## src/rtl/agc_pkg.sv

```systemverilog
// agc_pkg: shared constants, GOJAM state type and G-word packing for the reduced AGC core
package agc_pkg;
    localparam int MCT_LEN = 12;
    localparam int STEP_W = $clog2(MCT_LEN);
    localparam logic [MCT_LEN-1:0] TP_ONE = MCT_LEN'(1);
    localparam logic [11:0] Z_RESTART = 12'o4000;
    localparam int T01 = 0;
    localparam int T07 = 6;
    localparam int T12 = 11;
    localparam int G_SIGN = 15;
    localparam int G_ZERO = 14;

    typedef enum logic [1:0] {
        GJ_IDLE,
        GJ_ARMED,
        GJ_JAM
    } gojam_e;

    // Sense-amp word as latched into G: sign on top, bit 14 always clear
    function automatic logic [15:0] pack_g(input logic sign, input logic [13:0] mag);
        logic [15:0] w;
        w = {2'b00, mag};
        w[G_SIGN] = sign;
        w[G_ZERO] = 1'b0;
        return w;
    endfunction
endpackage

```

## src/rtl/agc_timepulse_gen.sv

```systemverilog
// agc_timepulse_gen: one-hot T01..T12 rotator with standby freeze and monitor stop/step hold
module agc_timepulse_gen
    import agc_pkg::*;
(
    input  logic               clk,
    input  logic               rst_n,
    input  logic               sby,
    input  logic               mstp,
    input  logic               mstrtp,
    output logic [MCT_LEN-1:0] tp,
    output logic               mct
);
    logic [STEP_W-1:0] cur_q, cur_d;
    logic act_q, act_d;
    logic hlt_q, hlt_d;
    logic mstrtp_q;
    logic last, adv, rel, step_edge;

    // cur is the step shown (or held while dark); a dark generator relights on the held step
    always_comb begin
        last = cur_q == STEP_W'(MCT_LEN - 1);
        step_edge = mstrtp & ~mstrtp_q;
        adv = act_q & ~sby;
        rel = ~act_q & ~sby & (~hlt_q | ~mstp | step_edge);
        cur_d = adv ? (last ? '0 : cur_q + STEP_W'(1)) : cur_q;
        act_d = sby ? 1'b0 : act_q ? ~(last & mstp) : rel;
        hlt_d = sby ? hlt_q : act_q ? (last & mstp) : (hlt_q & ~rel);
    end

    // sequencer state; reset leaves the generator dark and poised on T01
    always_ff @(posedge clk) begin
        if (!rst_n) begin
            cur_q    <= '0;
            act_q    <= 1'b0;
            hlt_q    <= 1'b0;
            mstrtp_q <= 1'b0;
        end else begin
            cur_q    <= cur_d;
            act_q    <= act_d;
            hlt_q    <= hlt_d;
            mstrtp_q <= mstrtp;
        end
    end

    assign tp  = act_q ? TP_ONE << cur_q : '0;
    assign mct = tp[T12];
endmodule

```

## src/rtl/agc_core.sv

```systemverilog
// agc_core: reduced Block II AGC core - timepulses, GOJAM restart, G and Z registers
module agc_core
    import agc_pkg::*;
(
    input  logic               CLOCK,
    input  logic               SIM_RST_n,
    input  logic               STRT1,
    input  logic               STRT2,
    input  logic               MSTP,
    input  logic               MSTRTP,
    input  logic               SBY,
    input  logic               SA01,
    input  logic               SA02,
    input  logic               SA03,
    input  logic               SA04,
    input  logic               SA05,
    input  logic               SA06,
    input  logic               SA07,
    input  logic               SA08,
    input  logic               SA09,
    input  logic               SA10,
    input  logic               SA11,
    input  logic               SA12,
    input  logic               SA13,
    input  logic               SA14,
    input  logic               SA16,
    input  logic               ALGA,
    input  logic               C24A,
    input  logic               C25A,
    input  logic               C26A,
    input  logic               C27A,
    input  logic               C30A,
    input  logic               C31A,
    input  logic               C32A,
    input  logic               C33A,
    input  logic               C34A,
    input  logic               C35A,
    input  logic               C36A,
    input  logic               C37P,
    input  logic               C40P,
    input  logic               C41P,
    input  logic               C42P,
    input  logic               C43P,
    input  logic               C44P,
    input  logic               CH01,
    input  logic               CH02,
    input  logic               CH03,
    input  logic               CH04,
    input  logic               CH05,
    input  logic               CH06,
    input  logic               CH07,
    input  logic               CH08,
    input  logic               CH09,
    input  logic               CH10,
    input  logic               CH11,
    input  logic               CH12,
    input  logic               CH13,
    input  logic               CH14,
    input  logic               CH15,
    input  logic               CH16,
    input  logic               MDT01,
    input  logic               MDT02,
    input  logic               MDT03,
    input  logic               MDT04,
    input  logic               MDT05,
    input  logic               MDT06,
    input  logic               MDT07,
    input  logic               MDT08,
    input  logic               MDT09,
    input  logic               MDT10,
    input  logic               MDT11,
    input  logic               MDT12,
    input  logic               MDT13,
    input  logic               MDT14,
    input  logic               MDT15,
    input  logic               MDT16,
    input  logic               XB0_n,
    input  logic               XT0_n,
    input  logic               YB0_n,
    input  logic               YT0_n,
    input  logic               VCC,
    input  logic               GND,
    output logic [MCT_LEN-1:0] TP,
    output logic               MCT,
    output logic               GOJAM,
    output logic [15:0]        G,
    output logic [11:0]        Z
);
    gojam_e      st_q, st_d;
    logic        strt_q, pnd_q, pnd_d, req, gojam;
    logic [15:0] g_q, g_d, sa_w;
    logic [11:0] z_q, z_d;
    logic        unused_rsv;

    agc_timepulse_gen u_tpg (
        .clk    (CLOCK),
        .rst_n  (SIM_RST_n),
        .sby    (SBY),
        .mstp   (MSTP),
        .mstrtp (MSTRTP),
        .tp     (TP),
        .mct    (MCT)
    );

    // Harness signals carried for pin compatibility only
    assign unused_rsv = ^{ALGA, C24A, C25A, C26A, C27A, C30A, C31A, C32A, C33A, C34A, C35A,
                          C36A, C37P, C40P, C41P, C42P, C43P, C44P,
                          CH01, CH02, CH03, CH04, CH05, CH06, CH07, CH08,
                          CH09, CH10, CH11, CH12, CH13, CH14, CH15, CH16,
                          MDT01, MDT02, MDT03, MDT04, MDT05, MDT06, MDT07, MDT08,
                          MDT09, MDT10, MDT11, MDT12, MDT13, MDT14, MDT15, MDT16,
                          XB0_n, XT0_n, YB0_n, YT0_n, VCC, GND};

    // Start edges seen in standby stay pending; ARMED waits for a fresh T01 so JAM spans a full MCT
    always_comb begin
        sa_w  = pack_g(SA16, {SA14, SA13, SA12, SA11, SA10, SA09, SA08,
                              SA07, SA06, SA05, SA04, SA03, SA02, SA01});
        gojam = st_q != GJ_IDLE;
        req   = ((STRT1 | STRT2) & ~strt_q) | pnd_q;
        pnd_d = SBY & req;
        st_d  = SBY ? st_q :
                req ? GJ_ARMED :
                (st_q == GJ_ARMED && TP[T01]) ? GJ_JAM :
                (st_q == GJ_JAM && TP[T12]) ? GJ_IDLE : st_q;
        g_d   = SBY ? g_q : gojam ? '0 : TP[T07] ? sa_w : g_q;
        z_d   = (SBY || !TP[T12]) ? z_q : gojam ? Z_RESTART : z_q + 12'd1;
    end

    // Restart state, start edge history and the G/Z registers
    always_ff @(posedge CLOCK) begin
        if (!SIM_RST_n) begin
            st_q   <= GJ_IDLE;
            strt_q <= 1'b0;
            pnd_q  <= 1'b0;
            g_q    <= '0;
            z_q    <= '0;
        end else begin
            st_q   <= st_d;
            strt_q <= STRT1 | STRT2;
            pnd_q  <= pnd_d;
            g_q    <= g_d;
            z_q    <= z_d;
        end
    end

    assign GOJAM = gojam;
    assign G     = g_q;
    assign Z     = z_q;
endmodule

```

## config.mk

```make
export PLATFORM = sky130hd
export DESIGN_NAME = agc_core
export DESIGN_NICKNAME = d
export VERILOG_FILES = /design/src/rtl/agc_pkg.sv /design/src/rtl/agc_timepulse_gen.sv /design/src/rtl/agc_core.sv
export SDC_FILE = /design/constraint.sdc
export NUM_CORES = 1
export LEC_CHECK = 0
export CAP_MARGIN = 20
export CORE_UTILIZATION = 40
export CTS_BUF_LIST = sky130_fd_sc_hd__clkbuf_8
export DETAILED_ROUTE_END_ITERATION = 8
export MAX_ROUTING_LAYER = met4
export PLACE_DENSITY = 0.95
export SYNTH_ARGS = -nofsm -noshare
export SYNTH_HDL_FRONTEND = slang
export SYNTH_SLANG_ARGS = --single-unit
```

## constraint.sdc

```tcl
create_clock -name CLOCK -period 5.8 [get_ports CLOCK]
set_clock_uncertainty 0.15 [all_clocks]
set_input_delay 1.16 -clock CLOCK [delete_from_list [all_inputs] [get_ports CLOCK]]
set_output_delay 1.16 -clock CLOCK [all_outputs]
set_load 0.1 [all_outputs]
```

==> impl_metrics.toml <==
[synthesis]
synth-seq-cells = 38
yosysTopAreaCellShare = 0.4035
synth_top_area_cell = "dfxtp_1"
netlist_instances = 226
ys_types = 38
yosysWarningCount = 0
synth-seq-area-share = 0.4035
syn_area_per_cell_sq_um = 8.343
synth_area_leaders = "dfxtp_1 (40%), nand2b_1 (6.3%), nand3_1 (5.3%)"
synth_edf_count = 0
synth_ff_type = "dfxtp_1"
synthesis.nets = 311
syn_area_sq_um = 1886
ys_async_sr_fraction = 0

[clocking]
clkLatencyLatePin_ns = 0.29
cts_tree = "done"
cts_made_buffers = 5
clkSinkCount = 38
clkTransAtPathRegs_ns = 0.08
ctsLongestPathBuffers = 2
htreeDepth = 2
cts_hold_buf = 0
post_cts_buffers = 0
post_cts_resized = 0
cts-root-buf = "clkbuf_8"

[status]
status = "complete, but fails checks"
violations = "design-rule violations"

[detailed_routing]
drcViolationCount = 6
drt_pass1_iterations = 6
vias = 1721
wl_per_cell_um = 12.14
wl_mm = 4.066
ant_nets = 0
vias_per_cell = 5.137
drt-initial-drc-count = 136

[sta]
slew_viol_final = 0
relSlewSlack = 0.3083
setup_viol = 0
timing.hold.ws_ns = 0.3184
worst_pin_slew_ns = 1.034
finalHoldViolations = 0
fin_crit_ns = 3.878
max_freq_mhz = 257.9
fin_tns_setup_ns = 0
rsz0062_at_grt = "false"
post-route-period-util = 0.6686

[global_route]
grt_max_degree = 34
grt_first_pass_wirelength_mm = 6.837
grt_pass1_vias = 1567
grt_overflow = 0
antenna_found_initial = 0
grt_usage = 0.1770

[critical_path]
cp-end-kind = "primary output"
rr_worst_depth = 6
crit_chain = "ha_1 -> ha_1 -> and3_1 -> clkdlybuf4s50_1"
crit_family = "buffers and inverters"
crit_path_frequent_cell = "ha_1"
start_kind = "register"
path_buf_inv = 1
timing.rr.end = "Z[2]"
crit-reg2reg-launch = "u_tpg.cur_q[0]"
cp_data_arrival_time_ns = 2.57
required_ns = 4.49
rrSetupSlack_ns = 3.53
crit_slowest_cell = "clkdlybuf4s50_1"
crit_type = "reg -> out"
crit_fanout = 5
critical-path-max-stage-delay_ns = 1.14

[floorplan]
fp.dieW_um = 70.66
row_count = 24
start_util = 0.4243
core_area_sq_um = 4444
die-area_sq_um = 4992
fp.dieH_um = 70.66
pin_count = 120

[worst_hold_path]
hold_start = "G[0]"
min_path_cells = 2
whs_endpoint = "G[0]"
min_path_type = "reg -> reg"

[place]
gp_congestion = 0.8588
dp_hpwl_mm = 2.764
numPortBuffers = 62

[flow_run]
drv_cap = 0

[layout]
finalNetCount = 367
final_util = 0.5997
antenna_cells = 0
drive_above_1_share = 0.05300
area.growth.synth_to_final_pct = 41.34

[pwr]
p_per_area_nw_per_um2 = 246.7
leakage_nw = 0.9683
irDropWorstVdd_uv = 181.6
==> layer usage <==
metal / vias to the layer above / wire [um] / global-route usage
met5: - / 0 / -
li1: 880 / - / -
met1: 769 / 1842 / 0.2109
met2: 67 / 1878 / 0.2880
met4: 0 / 43 / 0.06667
met3: 5 / 302 / 0.04701
==> cell type report <==
cell class / count / area (sq um)
clock buffers: 6 / 82.58
multi-input cells: 168 / 1035
clock inverters: 2 / 60.06
inverters: 5 / 18.77
well taps: 52 / 65.06
flip-flops and latches: 38 / 760.7
repair buffers: 64 / 643.1
fillers: 384 / 1779
==> state kept, by name (all words and copies together), names as in the netlist <==
signal and flops:
u_tpg.cur_q 4, Z 12, u_tpg.mstrtp_q 1, u_tpg.act_q 1, pnd_q 1, G 15, st_q 2, u_tpg.hlt_q 1
strt_q 1
==> worst max-delay path by stage <==
stage / from / endpoint / slack [ns] / cells after the start
detailed placement: u_tpg.cur_q[0] / TP[11] / 2.24 / 4
floorplan: u_tpg.cur_q[0] / TP[0] / 1.78 / 4
global placement: u_tpg.cur_q[0] / TP[11] / 2.28 / 4
finish: u_tpg.cur_q[0] / TP[11] / 1.92 / 4
global route: u_tpg.cur_q[0] / TP[11] / 1.79 / 4
CTS: u_tpg.cur_q[0] / TP[11] / 1.91 / 4
==> logic make-up after synthesis <==
kind of cell,share of synthesized area
other,0.001989
XOR/XNOR,0.02787
AO/OA/AOI/OAI,0.1486
adder cells (fa/ha/maj),0.04645
buffers and inverters,0.04976
flip-flops,0.4035
AND/OR/NAND/NOR,0.3218
==> worst min-delay path: cells and delay by family (launching register included) <==
family,cells,cell delay (ns)
flip-flops,1,0.32
AND/OR/NAND/NOR,1,0.06
AO/OA/AOI/OAI,1,0.05
==> placed cells by master (no fill, tap or decap), types with 3 or more instances in the layout <==
cell type / netlist / layout
clkbuf_8: 0 / 6
a21boi_1: 7 / 7
xnor2_1: 6 / 6
inv_1: 4 / 4
nor3_1: 9 / 9
ha_1: 7 / 7
nor2_1: 19 / 19
and2_1: 5 / 5
dfxtp_1: 38 / 38
clkdlybuf4s50_1: 0 / 62
a21oi_1: 6 / 5
nand4_1: 3 / 3
o21ai_0: 6 / 6
nor4_1: 4 / 4
a21boi_0: 13 / 13
nand2_1: 17 / 17
nand3_1: 20 / 20
and3_1: 4 / 4
nand2b_1: 19 / 19
nor2b_1: 4 / 4
==> power breakdown <==
group          internal [mW]  total [mW]  switching, mW
Sequential             0.268       0.274        0.00621
Combinational         0.0365       0.104         0.0679
Clock                  0.183       0.279         0.0955
==> cell usage after synthesis, drive strengths merged (2+ instances only) <==
master / instances
a21boi: 20
a21o: 2
a21oi: 6
and2: 5
and3: 4
buf: 7
clkbuf: 8
dfxtp: 38
ha: 7
inv: 5
nand2: 17
nand2b: 19
nand3: 20
nand3b: 2
nand4: 3
nand4b: 2
nor2: 20
nor2b: 4
nor3: 9
nor4: 4
o21a: 2
o21ai: 7
xnor2: 6
==> metrics by stage <==
step / instances / area [sq um] / worst slack, ns / total power, mW
2_1_floorplan: 226 / 1886 / 1.784 / 0.3517
3_3_place_gp: 326 / 2507 / 2.281 / 0.3820
3_5_place_dp: 326 / 2507 / 2.243 / 0.3833
4_1_cts: 334 / 2650 / 1.911 / 0.6634
5_1_grt: 335 / 2665 / 1.789 / 0.6836
6_report: 335 / 2665 / 1.922 / 0.6575
Power figures use the tool's default switching activity.
==> variant 1, RTL diff (same settings) <==
The 3 values of `gojam_e` get a one-hot encoding in 3 bits.
--- a/src/rtl/agc_pkg.sv
+++ b/src/rtl/agc_pkg.sv
@@ -11,8 +11,8 @@
     localparam int G_ZERO = 14;
 
-    typedef enum logic [1:0] {
-        GJ_IDLE,
-        GJ_ARMED,
-        GJ_JAM
+    typedef enum logic [2:0] {
+        GJ_IDLE  = 3'b001,
+        GJ_ARMED = 3'b010,
+        GJ_JAM   = 3'b100
     } gojam_e;
 
Formal check against the unedited RTL: same outputs for any inputs over 10 cycles, from zero or initial values and one cycle with SIM_RST_n low; not proved beyond that.
==> variant 1 against the original RTL <==
The flow still finishes with violations (DRC); area after synthesis unchanged; power down 3.1%; design area decreased by 1.0%; sequential cell count grew 1; clock power shrank 16%; setup slack worse by 0.041 ns; wire length is 4.6% higher; critical path depth is the same.
==> variant 1: results (changes against the original RTL) <==
Worst hold path:
- The launch point of the worst hold path is G[11].
- For hold timing, the worst endpoint is G[11].
- The class of the most critical hold timing path is reg2reg.

Outcome:
- The checks that failed: DRC.
- The flow ran to the end, but the final reports show violations.

Global route:
- The total global routing track utilization is 0.183 (+0.00607).
- The pin count of the biggest net entering global routing came to 31 (-8.8%).
- The number of global-route vias before repair came to 1623 (+3.6%).

Layout:
- The count of filler cells inserted in the layout came to 397 (+3.4%).
- The number of nets in the final layout is 368 (+0.27%).
- The number of standard cells in the final layout excluding fillers is 336 (+0.30%).
- The proportion of layout cells with a drive suffix above 1 is 0.0669 (+0.0139).

Synth:
- The commonest cells after synthesis are sky130_fd_sc_hd__dfxtp_1, sky130_fd_sc_hd__a21oi_1, sky130_fd_sc_hd__nor2_1.
- The sequential fraction of the synthesis area is 0.414 (+0.0106).
- The total nets after synthesis is 312 (+0.32%).
- The number of distinct library cell variants in the gate-level netlist after synthesis is 36 (-5.3%).
- The mean post-synth cell area was 8.31 sq um (-0.44%).

Routing:
- The count of routing violations after the opening detailed-route iteration is 97 (-29%).
- The residual DRC count was 8 (+2).
- The wire length reported by the detailed router is 4.26 mm (+4.6%).
- The via count is 1742 (+1.2%).

Critical path:
- The worst register-to-register path ends at Z[11].
- The largest fanout on the critical path came to 6 (+1).
- The arrival time of the worst setup path came to 2.61 ns (+0.04 ns).
- The worst-case register-to-register setup slack is 3.32 ns (-0.21 ns).

Power and ir drop:
- The worst-case vdd ir drop is 211 uV (+16%).
- The reported leakage power is 0.000915 uW (-5.5%).
- The switching power of the nets was 184 uW (+8.2%).

Placement:
- The detailed placer's ending HPWL is 2.98 mm (+7.8%).
- The placement-stage worst setup slack is 2.20 ns (-0.0442 ns).
- The number of placed instances, taps included is 327 (+0.31%).
- The routability congestion estimate is 0.839 (-2.3%).
- The cell area reported after detailed placement came to 2500 sq um (about the same).

STA:
- The final-layout worst hold slack is 0.323 ns (+0.00502 ns).
- The transition time at the pin with the least slew margin is 0.984 ns (-0.0500 ns).

Clock tree:
- The clock tree root buffer cell is sky130_fd_sc_hd__clkbuf_8.
[variant 1: kinds of logic after synthesis]
kind of cell               share of synthesized area
and+or+nand+nor                                0.322
other                                        0.00199
AOI/OAI and AO/OA                              0.107
adders and majority gates                     0.0464
DFF                                            0.414
xor gates and xnor gates                      0.0511
buffers and inverters                         0.0571
[variant 1: critical path: stages (launching register included)]
cell                              delay [ns]
sky130_fd_sc_hd__dfxtp_1                0.42
sky130_fd_sc_hd__ha_1                   0.32
sky130_fd_sc_hd__ha_1                   0.25
sky130_fd_sc_hd__and3_1                 0.19
sky130_fd_sc_hd__clkdlybuf4s50_1        1.14
[variant 1: power by group through the flow]
stage | Sequential (uW) | Clock (uW) | Combinational [uW]
6_report | 284 | 235 | 118
5_1_grt | 285 | 251 | 126
4_1_cts | 284 | 242 | 117
3_5_place_dp | 290 | 0 | 117
3_3_place_gp | 289 | 0 | 115
2_1_floorplan | 323 | 0 | 49.5
[variant 1: layout make-up]
| type | count | area, sq um | share of cell area |
|---|---|---|---|
| clock inverters | 2 | 35.0 | 0.0133 |
| repair buffers | 63 | 636 | 0.241 |
| flip-flops and latches | 39 | 781 | 0.296 |
| clock buffers | 6 | 82.6 | 0.0313 |
| multi-input cells | 164 | 1000 | 0.380 |
| well taps | 52 | 65.1 | 0.0247 |
| inverters | 10 | 37.5 | 0.0142 |
[variant 1: per-layer routing]
metal,GRT usage,wire [um],up-vias
met5,-,0,-
met4,0.0600,57,0
met3,0.0399,231,7
met2,0.315,2110,49
met1,0.213,1860,812
li1,-,-,874
[variant 1: how the worst max path moves through the flow]
stage,slack (ns),depth (start not counted),end
2_1_floorplan,1.79,3,TP[0]
3_3_place_gp,2.25,4,MCT
3_5_place_dp,2.20,4,MCT
4_1_cts,1.87,4,MCT
5_1_grt,1.76,4,MCT
6_report,1.88,4,MCT
==> variant 2, RTL diff (same flow settings) <==
Without the edit above. Change the package constant `MCT_LEN` from 12 to 24.
--- a/src/rtl/agc_pkg.sv
+++ b/src/rtl/agc_pkg.sv
@@ -1,5 +1,5 @@
 // agc_pkg: shared constants, GOJAM state type and G-word packing for the reduced AGC core
 package agc_pkg;
-    localparam int MCT_LEN = 12;
+    localparam int MCT_LEN = 24;
     localparam int STEP_W = $clog2(MCT_LEN);
     localparam logic [MCT_LEN-1:0] TP_ONE = MCT_LEN'(1);
Ports: changed (resized TP); port bits go from 120 to 132. No check against the original RTL was run, so the function may have changed too.
==> variant 2 against the original RTL <==
Power fell by 5.6%; clock power fell by 16%; utilization fell by 2.2 points; wire length rose by 17%; design area rose by 11%; sequential cell count rose by 1; area after synthesis rose by 13%; register-to-register slack got worse by 0.06 ns; combinational power barely moved; setup slack got worse by 0.11 ns; largest power group is now sequential cells.
==> variant 2: results (changes against the original RTL) <==
Outcome:
- The run finished with clean final reports.

Global route:
- The number of global-route vias before repair was 1655 (+5.6%).
- The total global routing track utilization is 0.176 (-0.000910).

Routing:
- The count of routing violations after the opening detailed-route iteration is 57 (-58%).
- The residual DRC count is 0 (-6).
- The via count came to 1862 (+8.2%).
- The number of detailed-routing iterations run before antenna repair is 7 (+1).
- The wire length reported by the detailed router is 4.76 mm (+17%).

Placement:
- The cell area reported after detailed placement is 2830 sq um (+13%).
- The detailed placer's ending HPWL is 3.57 mm (+29%).
- The routability congestion estimate was 0.816 (-5.0%).
- The number of placed instances, taps included is 371 (+14%).

Power and ir drop:
- The reported leakage power came to 0.00109 uW (+13%).
- The worst-case vdd ir drop was 164 uV (-9.5%).

Synth:
- The number of distinct library cell variants in the gate-level netlist after synthesis was 54 (+42%).
- The sequential fraction of the synthesis area is 0.367 (-0.0362).
- By area the synthesized netlist is led by sky130_fd_sc_hd__dfxtp_1, sky130_fd_sc_hd__nand2_1, sky130_fd_sc_hd__mux2i_1.
- The synthesized netlist cell count is 244 (+8.0%).
- The commonest cells after synthesis are sky130_fd_sc_hd__nand2_1, sky130_fd_sc_hd__dfxtp_1, sky130_fd_sc_hd__nor2_1.
- The total nets after synthesis came to 329 (+5.8%).

Layout:
- The count of filler cells inserted in the layout is 459 (+20%).
- The proportion of layout cells with a drive suffix above 1 is 0.0777 (+0.0247).
- The number of nets in the final layout is 393 (+7.1%).

Critical path:
- The arrival time of the worst setup path is 2.68 ns (+0.11 ns).

STA:
- The transition time at the pin with the least slew margin came to 1.01 ns (-0.0220 ns).
variant 2: cell types whose count changed in the layout (fill, tap and decap cells not counted), sizes merged, moves of 3 or more:
| cell | before | now |
|---|---|---|
| nand2 | 17 | 44 |
| a21boi | 20 | 2 |
| nand3 | 20 | 4 |
| mux2i | 0 | 15 |
| nand2b | 19 | 4 |
| clkdlybuf4s50 | 62 | 74 |
| nor2 | 20 | 26 |
| xor2 | 0 | 5 |
| and2 | 5 | 8 |
| and4b | 0 | 3 |
variant 2: final cells by class:
type	count	area (sq um)	area share
well taps	70	87.6	0.0297
flip-flops and latches	39	781	0.265
multi-input cells	182	1200	0.407
inverters	6	22.5	0.00763
clock inverters	2	35.0	0.0119
repair buffers	74	741	0.251
clock buffers	6	82.6	0.0280
variant 2: worst max-delay path, cell delays in order, from the launching register on:
cell and delay [ns]:
sky130_fd_sc_hd__dfxtp_1 0.42, sky130_fd_sc_hd__ha_1 0.28, sky130_fd_sc_hd__ha_1 0.26, sky130_fd_sc_hd__nand2_1 0.09
sky130_fd_sc_hd__nor3_1 0.17, sky130_fd_sc_hd__clkdlybuf4s50_1 1.17
variant 2: final timing paths:
kind                   from     to  slack, ns  cells after the start
max          u_tpg.cur_q[0]  TP[3]       1.81                      5
min reg2reg           G[11]  G[11]       0.31                      2
max reg2reg     u_tpg.act_q   G[1]       3.47                      4
min                   G[11]  G[11]       0.31                      2
variant 2: kinds of logic (layout without fill, tap and decap cells):
family	Yosys count	count (layout)	share of synthesized area
buf+inv	23	88	0.0677
simple gates	125	125	0.330
fa+ha+maj	7	7	0.0412
other cells	1	1	0.00176
mux	15	15	0.0706
flops	39	39	0.367
compound gates	24	24	0.0806
xor+xnor	10	10	0.0412
variant 2: metal layers:
metal / wire length, um / up-vias / GRT usage
li1: - / 949 / -
met1: 2070 / 867 / 0.205
met2: 2480 / 39 / 0.305
met3: 154 / 7 / 0.0335
met4: 46 / 0 / 0.0545
met5: 0 / - / -
variant 2: power breakdown:
part           internal (uW)  leakage (uW)  switching, uW
registers                275      0.000316           6.90
logic                   35.2      0.000715           68.8
clock network            139     0.0000612           95.6
variant 2: per-stage QoR:
stage | setup slack, ns | power (uW) | util | hold WS (ns)
after floorplan | 1.44 | 364 | - | 0.315
after global placement | 2.14 | 390 | 0.555 | 0.292
after detailed placement | 2.09 | 392 | 0.555 | 0.301
after CTS | 1.79 | 627 | 0.578 | 0.312
after global routing | 1.65 | 642 | 0.578 | 0.325
final | 1.81 | 620 | 0.578 | 0.311
